**src/rtl/sha256_feeder_if.sv**
```systemverilog
// sha256_feeder_if: byte stream, hash core and digest handshakes
// bundled for the sha256 feeder stage.
interface sha256_feeder_if;
  logic             s_valid;
  logic [7:0]       s_data;
  logic             s_ready;
  logic             sha_in_valid;
  logic [31:0][7:0] sha_in_data;
  logic             sha_out_valid;
  logic [31:0][7:0] sha_out_res;
  logic             res_valid;
  logic [31:0][7:0] res_data;
  logic             res_ready;

  modport slave (
    input  s_valid, s_data, sha_out_valid,
    input  sha_out_res, res_ready,
    output s_ready, sha_in_valid, sha_in_data,
    output res_valid, res_data
  );

  modport master (
    output s_valid, s_data, sha_out_valid,
    output sha_out_res, res_ready,
    input  s_ready, sha_in_valid, sha_in_data,
    input  res_valid, res_data
  );
endinterface

```
**src/rtl/sha256_feeder.sv**
```systemverilog
// sha256_feeder: packs a 32-byte stream for the sha256 core and
// holds the returned digest under a valid/ready handshake.
module sha256_feeder #(
  parameter int unsigned TIMEOUT = 1024
) (
  input  logic           clk,
  input  logic           rst,
  sha256_feeder_if.slave bus,
  output logic           err,
  output logic [15:0]    blocks_done
);

  typedef enum logic [1:0] {
    FILL, ISSUE, WAIT, HOLD
  } state_e;

  localparam logic [15:0] WLAST = 16'(TIMEOUT - 2);

  state_e           state_q, state_d;
  logic [4:0]       cnt_q, cnt_d;
  logic [15:0]      wcnt_q, wcnt_d;
  logic             armed_q, armed_d;
  logic             s_ready_q, s_ready_d;
  logic             in_valid_q, in_valid_d;
  logic [31:0][7:0] in_data_q, in_data_d;
  logic             res_valid_q, res_valid_d;
  logic [31:0][7:0] res_data_q, res_data_d;
  logic             err_q, err_d;
  logic [15:0]      done_q, done_d;

  logic       take;
  logic       capture;
  logic       expire;
  logic [4:0] widx;

  // byte k lands at 4*(k/4)+3-(k%4): big-endian words
  always_comb begin
    take    = (state_q == FILL) && s_ready_q
              && bus.s_valid;
    capture = (state_q == WAIT) && armed_q
              && bus.sha_out_valid;
    expire  = (state_q == WAIT) && !capture
              && (wcnt_q == WLAST);
    widx    = {cnt_q[4:2], ~cnt_q[1:0]};
  end

  always_ff @(posedge clk or negedge rst) begin
    if (!rst) begin
      state_q     <= FILL;
      cnt_q       <= '0;
      wcnt_q      <= '0;
      armed_q     <= 1'b0;
      s_ready_q   <= 1'b0;
      in_valid_q  <= 1'b0;
      in_data_q   <= '0;
      res_valid_q <= 1'b0;
      res_data_q  <= '0;
      err_q       <= 1'b0;
      done_q      <= '0;
    end else begin
      state_q     <= state_d;
      cnt_q       <= cnt_d;
      wcnt_q      <= wcnt_d;
      armed_q     <= armed_d;
      s_ready_q   <= s_ready_d;
      in_valid_q  <= in_valid_d;
      in_data_q   <= in_data_d;
      res_valid_q <= res_valid_d;
      res_data_q  <= res_data_d;
      err_q       <= err_d;
      done_q      <= done_d;
    end
  end

  always_comb begin
    state_d = state_q;
    unique case (state_q)
      FILL:
        if (take && (cnt_q == 5'd31))
          state_d = ISSUE;
      ISSUE:
        state_d = WAIT;
      WAIT:
        if (capture)
          state_d = HOLD;
        else if (expire)
          state_d = FILL;
      HOLD:
        if (bus.res_ready)
          state_d = FILL;
      default:
        state_d = FILL;
    endcase
  end

  always_comb begin
    cnt_d      = cnt_q;
    wcnt_d     = wcnt_q;
    armed_d    = armed_q;
    in_data_d  = in_data_q;
    res_data_d = res_data_q;
    err_d      = err_q;
    done_d     = done_q;
    if (take) begin
      cnt_d           = cnt_q + 5'd1;
      in_data_d[widx] = bus.s_data;
    end
    unique case (state_q)
      ISSUE: begin
        wcnt_d  = '0;
        armed_d = 1'b0;
      end
      WAIT: begin
        wcnt_d = wcnt_q + 16'd1;
        // a level still high from the last block must not count
        if (!bus.sha_out_valid)
          armed_d = 1'b1;
        if (capture)
          res_data_d = bus.sha_out_res;
        if (expire)
          err_d = 1'b1;
      end
      HOLD:
        if (bus.res_ready)
          done_d = done_q + 16'd1;
      default: ;
    endcase
    s_ready_d   = (state_d == FILL);
    in_valid_d  = (state_d == ISSUE);
    res_valid_d = (state_d == HOLD);
  end

  assign bus.s_ready      = s_ready_q;
  assign bus.sha_in_valid = in_valid_q;
  assign bus.sha_in_data  = in_data_q;
  assign bus.res_valid    = res_valid_q;
  assign bus.res_data     = res_data_q;
  assign err              = err_q;
  assign blocks_done      = done_q;

endmodule

```
**src/flat_wrapper.sv**
```systemverilog
// flat-port wrapper written by rule: the top's interface ports become plain ports
module sha256_feeder_flat 
#(
  parameter int unsigned TIMEOUT = 1024
)
  (clk, rst, err, blocks_done, bus_s_valid, bus_s_data, bus_sha_out_valid, bus_sha_out_res, bus_res_ready, bus_s_ready, bus_sha_in_valid, bus_sha_in_data, bus_res_valid, bus_res_data);
  sha256_feeder_if bus_i ();
  input  logic clk;
  input  logic rst;
  output logic err;
  output logic [15:0] blocks_done;
  input wire logic [$bits(bus_i.s_valid)-1:0] bus_s_valid;
  input wire logic [$bits(bus_i.s_data)-1:0] bus_s_data;
  input wire logic [$bits(bus_i.sha_out_valid)-1:0] bus_sha_out_valid;
  input wire logic [$bits(bus_i.sha_out_res)-1:0] bus_sha_out_res;
  input wire logic [$bits(bus_i.res_ready)-1:0] bus_res_ready;
  output wire logic [$bits(bus_i.s_ready)-1:0] bus_s_ready;
  output wire logic [$bits(bus_i.sha_in_valid)-1:0] bus_sha_in_valid;
  output wire logic [$bits(bus_i.sha_in_data)-1:0] bus_sha_in_data;
  output wire logic [$bits(bus_i.res_valid)-1:0] bus_res_valid;
  output wire logic [$bits(bus_i.res_data)-1:0] bus_res_data;
  assign bus_i.s_valid = bus_s_valid;
  assign bus_i.s_data = bus_s_data;
  assign bus_i.sha_out_valid = bus_sha_out_valid;
  assign bus_i.sha_out_res = bus_sha_out_res;
  assign bus_i.res_ready = bus_res_ready;
  assign bus_s_ready = bus_i.s_ready;
  assign bus_sha_in_valid = bus_i.sha_in_valid;
  assign bus_sha_in_data = bus_i.sha_in_data;
  assign bus_res_valid = bus_i.res_valid;
  assign bus_res_data = bus_i.res_data;
  sha256_feeder #(.TIMEOUT(TIMEOUT)) u_core (.clk(clk), .rst(rst), .bus(bus_i), .err(err), .blocks_done(blocks_done));
endmodule
```
**config.mk**
```make
export PLATFORM = sky130hd
export DESIGN_NAME = sha256_feeder_flat
export DESIGN_NICKNAME = d
export VERILOG_FILES = /design/src/rtl/sha256_feeder_if.sv /design/src/rtl/sha256_feeder.sv /design/src/flat_wrapper.sv
export SDC_FILE = /design/constraint.sdc
export NUM_CORES = 1
export LEC_CHECK = 0
export ABC_AREA = 1
export CAP_MARGIN = 20
export CORE_AREA = 3 3 307 309
export DETAILED_ROUTE_END_ITERATION = 6
export DIE_AREA = 0 0 310 312
export SLEW_MARGIN = 25
export SYNTH_ARGS = -nofsm -noshare
export SYNTH_HDL_FRONTEND = slang
export SYNTH_SLANG_ARGS = --single-unit
export TNS_END_PERCENT = 1
```
**constraint.sdc**
```tcl
create_clock -name clk -period 3.3 [get_ports clk]
set_input_delay 0.99 -clock clk [delete_from_list [all_inputs] [get_ports clk]]
set_output_delay 0.99 -clock clk [all_outputs]
set_load 0.05 [all_outputs]
```
==> flow_metrics.py <==
metrics = {
    "worst_setup_path": {
        "crit_family": "buffers and inverters",
        "critPathCapture": "bus_s_ready",
        "endpoint_kind": "primary output",
        "crit_chain": "clkdlybuf4s50_1",
        "worstPathRequired_ns": 2.31,
        "r2r_cells": 6,
        "startpoint_type": "flop",
        "path_depth": 1,
        "critPathKind": "flop to primary output",
        "slowest_stage": "clkdlybuf4s50_1",
        "reg2reg_to": "u_core.bus.sha_in_data[130]",
        "regToRegSetupSlack_ns": 0.95,
        "cpPeakStageDelay_ns": 0.98,
        "crit_fanout": 2,
        "cp_num_buf_inv": 1,
        "startpoint": "u_core.bus.s_ready",
        "r2r-start": "u_core.state_q[0]",
        "critPathArrivalTime_ns": 2.07,
    },
    "timing": {
        "fin_worst_skew_ns": 0.0301,
        "hold-worst-slack_ns": 0.372,
        "min_period_over_period_pct": 92.8,
        "period_minus_slack_ns": 3.06,
        "setup_viol": 0,
        "hold_violations": 0,
        "rsz0062_at_grt": "no",
        "tightest_slew_ns": 0.786,
        "fmax_ghz": 0.327,
        "slew_violations": 0,
        "max_slew_margin_pct": 47.4,
        "setup_tns_ns": 0,
    },
    "clock_tree": {
        "hold_buffers": 0,
        "post_cts_resized": 0,
        "clock_latency_ns": 0.61,
        "cts-root-buf": "clkbuf_16",
        "cts_max_path_buffers": 3,
        "postCtsSetupRepairBufs": 0,
        "htreeDepth": 3,
        "clock-sinks": 556,
        "clk_pin_slew_worst_paths_ns": 0.06,
        "cts_buffers": 67,
        "cts_tree": "built",
    },
    "cells_and_area": {
        "drive_gt1_share_pct": 7.39,
        "layout.nets": 3324,
        "final_util_pct": 36.1,
        "area_growth_pct": 54.2,
        "diodes": 0,
    },
    "power_and_ir_drop": {
        "clkPwrFrac_pct": 23.8,
        "p_leak_nw": 15.5,
        "seqPwrFrac_pct": 30.5,
        "p_sw_w": 0.0146,
        "ir_worst_vdd_uv": 536,
        "switching_share_pct": 44.8,
        "intPower_w": 0.0180,
        "pwr-share-comb_pct": 45.7,
        "powerDensity_nw_per_um2": 987,
    },
    "route": {
        "routedWlPerCell_um": 19.1,
        "drt_iter0_drc": 1292,
        "vias": 17874,
        "vias_per_cell": 4.17,
        "antenna_left": 0,
        "drt_pass1_iterations": 5,
        "drc": 0,
        "totalWireLength_um": 81600,
    },
    "synth": {
        "yosys_warnings": 0,
        "synth_area_um2": 21500,
        "synth_seq_cells": 556,
        "syn_area_per_cell_um2": 9.56,
        "yosys.area.top_type": "dfrtp_1",
        "synth_top_area_share_pct": 64.9,
        "synth_seq_area_share_pct": 64.9,
        "yosysUniqueCellTypes": 31,
        "synth_area_leaders": "dfrtp_1, nand2_1, o21ai_1",
        "syn_inst": 2245,
        "synth_fp_nets": 2526,
    },
    "placed_design": {
        "place_congestion": 0.841,
        "port_buffers": 800,
        "dp_hpwl_um": 59800,
    },
    "floorplan": {
        "io_pins": 801,
        "die_h_um": 312,
        "dieArea_um2": 96700,
        "rows": 111,
        "start_util_pct": 23.4,
        "core_um2": 91700,
        "die-width_um": 310,
    },
    "status": {
        "status": "completed",
    },
    "min_path": {
        "hold_path_class": "input port to asynchronous set/reset pin",
    },
    "run": {
        "cap_violations": 0,
    },
    "grt": {
        "grt_pass1_wl_um": 120000,
        "grt_pass1_vias": 17734,
        "grt_max_degree": 85,
        "grt.overflow.total": 0,
        "antenna_found_initial": 3,
        "grt_usage_pct": 16.4,
    },
}
worst min path at each step:
stage	start	end	slack, ns	depth (start not counted)
final	rst	u_core.bus.sha_in_data[19]	0.37	1
after global routing	rst	u_core.bus.sha_in_data[70]	0.36	1
after CTS	rst	u_core.bus.sha_in_data[70]	0.34	1
after detailed placement	u_core.bus.res_data[103]	u_core.bus.res_data[103]	0.46	2
after global placement	u_core.bus.res_data[140]	u_core.bus.res_data[140]	0.45	2
after floorplan	u_core.wcnt_q[6]	u_core.wcnt_q[6]	0.48	1
cells by family after synthesis:
logic type,Yosys count,share of synthesized area [%]
AO/OA/AOI/OAI,283,7.21
XOR/XNOR,17,0.694
adder cells (fa/ha/maj),12,0.700
buffers and inverters,171,4.14
flip-flops,556,64.9
multiplexers,1,0.0525
AND/OR/NAND/NOR,1205,22.3
metrics by stage:
| stage | power [W] | instance area (um2) | worst slack (ns) | cells |
|---|---|---|---|---|
| after floorplan | 0.0192 | 21500 | 1.22 | 2245 |
| after global placement | 0.0250 | 30800 | 0.427 | 4160 |
| after detailed placement | 0.0251 | 30800 | 0.379 | 4160 |
| after CTS | 0.0330 | 33100 | 0.187 | 4283 |
| after global routing | 0.0342 | 33100 | 0.187 | 4283 |
| final | 0.0326 | 33100 | 0.238 | 4283 |
flip-flops by register name (all words and copies together) (netlist names):
| register | cells |
|---|---|
| u_core.armed_q | 1 |
| u_core.blocks_done | 16 |
| u_core.bus.res_data | 256 |
| u_core.bus.res_valid | 1 |
| u_core.bus.s_ready | 1 |
| u_core.bus.sha_in_data | 256 |
| u_core.bus.sha_in_valid | 1 |
| u_core.cnt_q | 5 |
| u_core.err | 1 |
| u_core.state_q | 2 |
| u_core.wcnt_q | 16 |
cell type report:
cell class | instances | area [um2]
Tap cell | 1186 | 1480
Timing Repair Buffer | 843 | 8490
Clock buffer | 97 | 1950
Multi-Input combinational cell | 1518 | 6660
Fill cell | 9219 | 58600
Clock inverter | 26 | 358
Sequential cell | 556 | 13900
Inverter | 57 | 229
power groups by stage:
stage	Sequential (W)	Combinational (W)	Clock [W]
floorplan	0.0165	0.00265	0
global placement	0.00999	0.0150	0
detailed placement	0.0100	0.0151	0
CTS	0.00995	0.0151	0.00797
global route	0.0102	0.0157	0.00828
finish	0.00996	0.0149	0.00776
cells in the mapped netlist (all sizes together):
cell    number
buf         61
o21ai      266
nand3b       2
xor2        15
and3         1
inv         57
mux2         1
or2          1
a31oi        1
clkbuf      53
a21oi       14
xnor2        2
nand4        6
nor2        44
a211oi       2
nand3       12
nand2     1128
ha          12
nor3        10
nor4         1
dfrtp      556
placed cells by master (no fill, tap or decap), types with 2 or more instances in the layout:
| cell | n |
|---|---|
| ha_1 | 12 |
| clkbuf_8 | 14 |
| buf_4 | 31 |
| xor2_1 | 15 |
| xnor2_1 | 2 |
| nand2_4 | 12 |
| nor2_4 | 2 |
| nand3b_1 | 2 |
| o21ai_1 | 133 |
| clkbuf_16 | 68 |
| nor2_8 | 4 |
| a21oi_1 | 14 |
| o21ai_0 | 100 |
| clkinvlp_4 | 3 |
| dfrtp_1 | 556 |
| inv_1 | 52 |
| nand2_1 | 1097 |
| clkinv_2 | 9 |
| nand2_2 | 19 |
| nand4_1 | 6 |
| bufinv_16 | 7 |
| nor2_1 | 38 |
| a211oi_1 | 2 |
| nor3_1 | 10 |
| nand3_1 | 12 |
| clkbuf_1 | 15 |
| inv_2 | 3 |
| o21ai_2 | 33 |
| buf_12 | 12 |
| inv_8 | 2 |
| clkdlybuf4s50_1 | 799 |
| inv_6 | 4 |
routing by layer:
| layer | track usage, % | vias to the layer above | share of wire (%) |
|---|---|---|---|
| li1 | - | 8632 | - |
| met5 | 0 | - | 0.045 |
| met2 | 28.1 | 522 | 49 |
| met3 | 4.21 | 111 | 6.8 |
| met1 | 20.1 | 8603 | 41 |
| met4 | 5.19 | 6 | 2.9 |
(Power assumes the default switching activity.)
